**src/rtl/serial_hex_comparator.sv**
```systemverilog
// Multi-cycle unsigned magnitude comparator: one nibble per clock, LSB first,
// with e/l/g cascade seeding and a start/busy/done handshake.
module serial_hex_comparator #(
  parameter int WIDTH = 16
) (
  input  logic             clk,
  input  logic             rst,
  input  logic             start,
  input  logic [WIDTH-1:0] a,
  input  logic [WIDTH-1:0] b,
  input  logic             e,
  input  logic             l,
  input  logic             g,
  output logic             busy,
  output logic             done,
  output logic             E,
  output logic             L,
  output logic             G
);

  localparam int N  = WIDTH / 4;
  localparam int CW = (N > 1) ? $clog2(N) : 1;

  typedef enum logic [1:0] {
    S_IDLE = 2'd0,
    S_RUN  = 2'd1,
    S_DONE = 2'd2
  } state_t;

  state_t state_q, state_d;

  logic [WIDTH-1:0] a_q, a_d, b_q, b_d;
  logic [CW-1:0]    cnt_q, cnt_d;
  logic [2:0]       work_q, work_d;
  logic [2:0]       res_q, res_d;

  logic [WIDTH-1:0] a_sh, b_sh;
  logic [3:0]       a_nib, b_nib;
  logic [2:0]       work_upd;
  logic             last;

  assign a_sh  = a_q >> {cnt_q, 2'b00};
  assign b_sh  = b_q >> {cnt_q, 2'b00};
  assign a_nib = a_sh[3:0];
  assign b_nib = b_sh[3:0];
  assign last  = (cnt_q == CW'(N - 1));

  // Working result is {E,L,G}; a differing higher nibble always overrides.
  always_comb begin
    work_upd = work_q;
    if (a_nib > b_nib)      work_upd = 3'b001;
    else if (a_nib < b_nib) work_upd = 3'b010;
  end

  always_ff @(posedge clk or posedge rst) begin
    if (rst) state_q <= S_IDLE;
    else     state_q <= state_d;
  end

  always_comb begin
    state_d = state_q;
    case (state_q)
      S_IDLE:  if (start) state_d = S_RUN;
      S_RUN:   if (last)  state_d = S_DONE;
      S_DONE:  state_d = S_IDLE;
      default: state_d = S_IDLE;
    endcase
  end

  always_comb begin
    busy = (state_q != S_IDLE);
    done = (state_q == S_DONE);
  end

  always_comb begin
    a_d    = a_q;
    b_d    = b_q;
    cnt_d  = cnt_q;
    work_d = work_q;
    res_d  = res_q;
    if (state_q == S_IDLE && start) begin
      a_d    = a;
      b_d    = b;
      work_d = {e, l, g};
      cnt_d  = '0;
    end else if (state_q == S_RUN) begin
      work_d = work_upd;
      cnt_d  = cnt_q + CW'(1);
      if (last) res_d = work_upd;
    end
  end

  always_ff @(posedge clk or posedge rst) begin
    if (rst) begin
      a_q    <= '0;
      b_q    <= '0;
      cnt_q  <= '0;
      work_q <= '0;
      res_q  <= '0;
    end else begin
      a_q    <= a_d;
      b_q    <= b_d;
      cnt_q  <= cnt_d;
      work_q <= work_d;
      res_q  <= res_d;
    end
  end

  assign E = res_q[2];
  assign L = res_q[1];
  assign G = res_q[0];

endmodule

```
**config.mk**
```make
export PLATFORM = sky130hd
export DESIGN_NAME = serial_hex_comparator
export DESIGN_NICKNAME = d
export VERILOG_FILES = /design/src/rtl/serial_hex_comparator.sv
export SDC_FILE = /design/constraint.sdc
export NUM_CORES = 1
export LEC_CHECK = 0
export ABC_AREA = 0
export CAP_MARGIN = 0
export CELL_PAD_IN_SITES_DETAIL_PLACEMENT = 1
export CELL_PAD_IN_SITES_GLOBAL_PLACEMENT = 1
export CORE_MARGIN = 5
export CORE_UTILIZATION = 45
export DETAILED_ROUTE_END_ITERATION = 10
export MAX_ROUTING_LAYER = met4
export PLACE_DENSITY_LB_ADDON = 0.15
export SYNTH_ARGS = -nofsm -noshare
export SYNTH_HDL_FRONTEND = slang
export SYNTH_SLANG_ARGS = --single-unit
```
**constraint.sdc**
```tcl
create_clock -name clk -period 4.1 [get_ports clk]
set_clock_uncertainty 0.2 [all_clocks]
set_input_delay 0.82 -clock clk [delete_from_list [all_inputs] [get_ports clk]]
set_output_delay 0.82 -clock clk [all_outputs]
set_load 0.005 [all_outputs]
```
==> impl_summary.log <==
[metrics] run status: completed
[metrics] vias in the first global route: 1,526
[metrics] standby leakage power: 1.19 nW
[metrics] post-synthesis area per instance: 15.2 um^2
[metrics] via count: 1,282
[metrics] post-route fraction of the period consumed by the critical path: 73.2%
[metrics] CTS root buffer: sky130_fd_sc_hd__clkbuf_8
[metrics] max-cap violations: 0
[metrics] clock network power share: 15.6%
[metrics] DRC errors left: 0
[metrics] signed area change from the synthesized netlist to the final layout: 24.9%
[metrics] number of gates resized after cts: 0
[metrics] most congested layer reported by global routing: met2
[metrics] number of post-CTS setup repair buffers: 0
[metrics] transition time at the pin with the least slew margin: 0.795 ns
[metrics] total routed wirelength: 4400 um
[metrics] total count of max-transition violations in the final report: 0
[metrics] ratio of routed vias to standard cells: 5.32
[metrics] number of hold violations in the final report: 0
[metrics] number of levels in the clock H-tree: 2
[metrics] CP Capture Type: flip-flop
[metrics] final-report setup violation count: 0
[metrics] number of buffers inserted for hold repair after clock tree synthesis: 0
[metrics] die span in y: 78.9 um
[metrics] unrepaired setup endpoints after global routing: no
[metrics] I/O pins: 43
[metrics] Warnings, synthesis: 0
[metrics] Pre-Repair DR Iteration Count: 4
[metrics] net total in the final layout: 229
[metrics] Worst Reg-to-Reg Cells: 6
[metrics] Post-Route Setup TNS: 0 ns
[metrics] Min Clock Period, post-route: 3.00 ns
[metrics] critical path startpoint: start
[metrics] Site Rows: 25
[metrics] placed standard-cell area: 0.00256 mm^2
[metrics] weighted congestion reported at the end of routability-driven placement: 0.743
[metrics] classification of the worst setup path: in -> reg
[metrics] fraction of layout cells with a size suffix above 1: 27.8%
[metrics] GRT met3 Usage: 4.54%
[metrics] peak fanout along the critical path: 20
[metrics] TritonCTS clock tree: yes
[metrics] net switching power figure: 0.680 mW
[metrics] Distinct cells, synth: 31
[metrics] Worst IR Drop VDD: 303 uV
[metrics] global-route wire length before repair: 7750 um
[metrics] share of power burned in registers: 38.6%
[metrics] Worst Hold Class: reg -> reg
[metrics] Combinational Power Share: 45.8%
[metrics] sequential fraction of the synthesis area: 49.2%
[metrics] Core ar.: 0.00466 mm^2
[metrics] post-route worst setup slack: 1.10 ns
[metrics] crit path DAT: 2.98 ns
[metrics] total number of clock tree sinks: 42
[metrics] initial core utilization: 45.9%
[metrics] GRT met2 Usage: 26.6%
[metrics] CP Launch Type: input pin
[metrics] number of antenna diodes: 0
[metrics] full die area: 0.00623 mm^2
[metrics] clock transition at the register clock pins on the worst setup and hold paths after CTS: 0.08 ns
[metrics] number of buffers added by the clock tree synthesis step: 5
[metrics] die width: 78.9 um
[metrics] synthesized area: 0.00214 mm^2
[metrics] worst-case clock buffer depth: 2
[metrics] post-layout power: 2.08 mW
[metrics] Clk Latency, worst-skew pair: 0.30 ns
[metrics] minimum setup slack after placement: 0.786 ns
[metrics] initial antenna violation count: 0
[metrics] f_max: 333 MHz
[metrics] synthesized instance count: 141
[metrics] instance count along the most critical hold path: 1
[metrics] final instance area: 0.00267 mm^2
[metrics] WL per Instance: 18.3 um
[metrics] PortBufs: 42
[metrics] startpoint of the most critical register-to-register path: cnt_q[0]
[metrics] remaining global-route overflow: 0
[metrics] critical path data required time: 4.08 ns
[metrics] final core utilization: 57.3%
[metrics] flop and latch count out of synthesis: 42
[metrics] ANT nets after route: 0
[metrics] internal portion of total power: 1.40 mW
[metrics] met1 GRT Util: 20.8%
[metrics] worst slew margin relative to its limit: 46.9%
[metrics] maximum number of pins on one net before global-route repair: 43
[metrics] violation count after the first detailed-routing iteration: 69
[metrics] synthesized net count: 184
[metrics] global router's overall resource usage: 16.8%
[metrics] placed wire-length estimate: 3220 um
[metrics] areal power density over the cells: 779 mW/mm^2
[metrics] beginning of the worst hold path: a_q[6]
[metrics] switching fraction of total power: 32.7%
placed cells by master (no fill, tap or decap), drive strengths merged:
| cell type | count |
|---|---|
| dfrtp | 42 |
| clkdlybuf4s50 | 42 |
| mux2 | 32 |
| a21oi | 8 |
| mux4 | 8 |
| inv | 7 |
| clkbuf | 7 |
| ha | 5 |
| and2b | 4 |
| nor2 | 4 |
| nand2 | 4 |
| nor2b | 4 |
| o21ai | 3 |
| a22o | 3 |
| buf | 3 |
| o21bai | 1 |
| and4 | 1 |
| nand2b | 1 |
| a221o | 1 |
| nand3 | 1 |
| a2bb2oi | 1 |
| o211ai | 1 |
| or2 | 1 |
| and3 | 1 |
| a41o | 1 |
| bufinv | 1 |
cell usage after synthesis, drive strengths merged:
cell     number  share of area (%)
a21oi         8                1.9
a221o         1               0.47
a22o          3                1.2
a2bb2oi       1               0.41
a41o          1               0.47
and2b         4                1.4
and3          1               0.29
and4          1               0.41
buf           6                3.8
clkbuf        1               0.18
dfrtp        42                 49
ha            5                2.9
inv           7                1.2
mux2         32                 22
mux4          8                8.4
nand2         4               0.82
nand2b        1               0.29
nand3         1               0.23
nor2          4               0.70
nor2b         4                1.6
o211ai        1               0.35
o21ai         3               0.70
o21bai        1               0.53
or2           1               0.29
sequential cells by signal, summed over array words and instances, names as in the netlist:
signal   count
a_q         16
b_q         16
cnt_q        2
res_q        3
state_q      2
work_q       3
layout make-up:
class / count / area [um^2]
tap: 54 / 67.6
multi-input combinational: 85 / 975
inverter: 7 / 26.3
sequential: 42 / 1050
clock buffer: 7 / 76.3
timing repair buffer: 45 / 443
clock inverter: 1 / 30.0
fill: 458 / 1990
per-stage QoR:
| step | hold WS, ns | instances |
|---|---|---|
| final | 0.302 | 241 |
| after global routing | 0.327 | 241 |
| after CTS | 0.311 | 241 |
| after detailed placement | 0.292 | 233 |
| after global placement | 0.266 | 233 |
| after floorplan | 0.253 | 141 |
layer usage:
metal | wire [um] | share of wire (%)
met1 | 2060 | 47
met2 | 2100 | 48
met3 | 176 | 4.0
met4 | 64 | 1.5
met5 | 0 | 0
critical path, stage by stage:
cell	delay, ns
sky130_fd_sc_hd__clkdlybuf4s50_1	0.55
sky130_fd_sc_hd__nor2b_2	0.23
sky130_fd_sc_hd__nor2b_4	0.69
sky130_fd_sc_hd__buf_4	0.35
sky130_fd_sc_hd__mux2_4	0.32
kinds of logic (layout without fill, tap and decap cells):
family,Yosys count,count (layout),synth area share (%)
fa+ha+maj,5,5,2.93
simple gates,21,21,6.09
flops,42,42,49.2
compound gates,19,19,6.03
buf+inv,14,60,5.21
mux,40,40,30.6
power groups by stage:
stage | Sequential, mW | Clock [mW] | Combinational, mW
2_1_floorplan | 0.708 | 0 | 0.835
3_3_place_gp | 0.800 | 0 | 0.921
3_5_place_dp | 0.814 | 0 | 0.966
4_1_cts | 0.806 | 0.330 | 0.976
5_1_grt | 0.834 | 0.358 | 1.06
6_report | 0.803 | 0.325 | 0.952
final timing paths:
check	end	slack, ns
setup / recovery	b_q[3]	1.10
hold / removal	a_q[6]	0.30
setup reg to reg	work_q[0]	1.22
hold reg to reg	a_q[6]	0.30
max in group asynchronous	cnt_q[1]	2.57
min in group asynchronous	b_q[1]	0.76
Note: power is estimated with default switching activity, not from simulation.
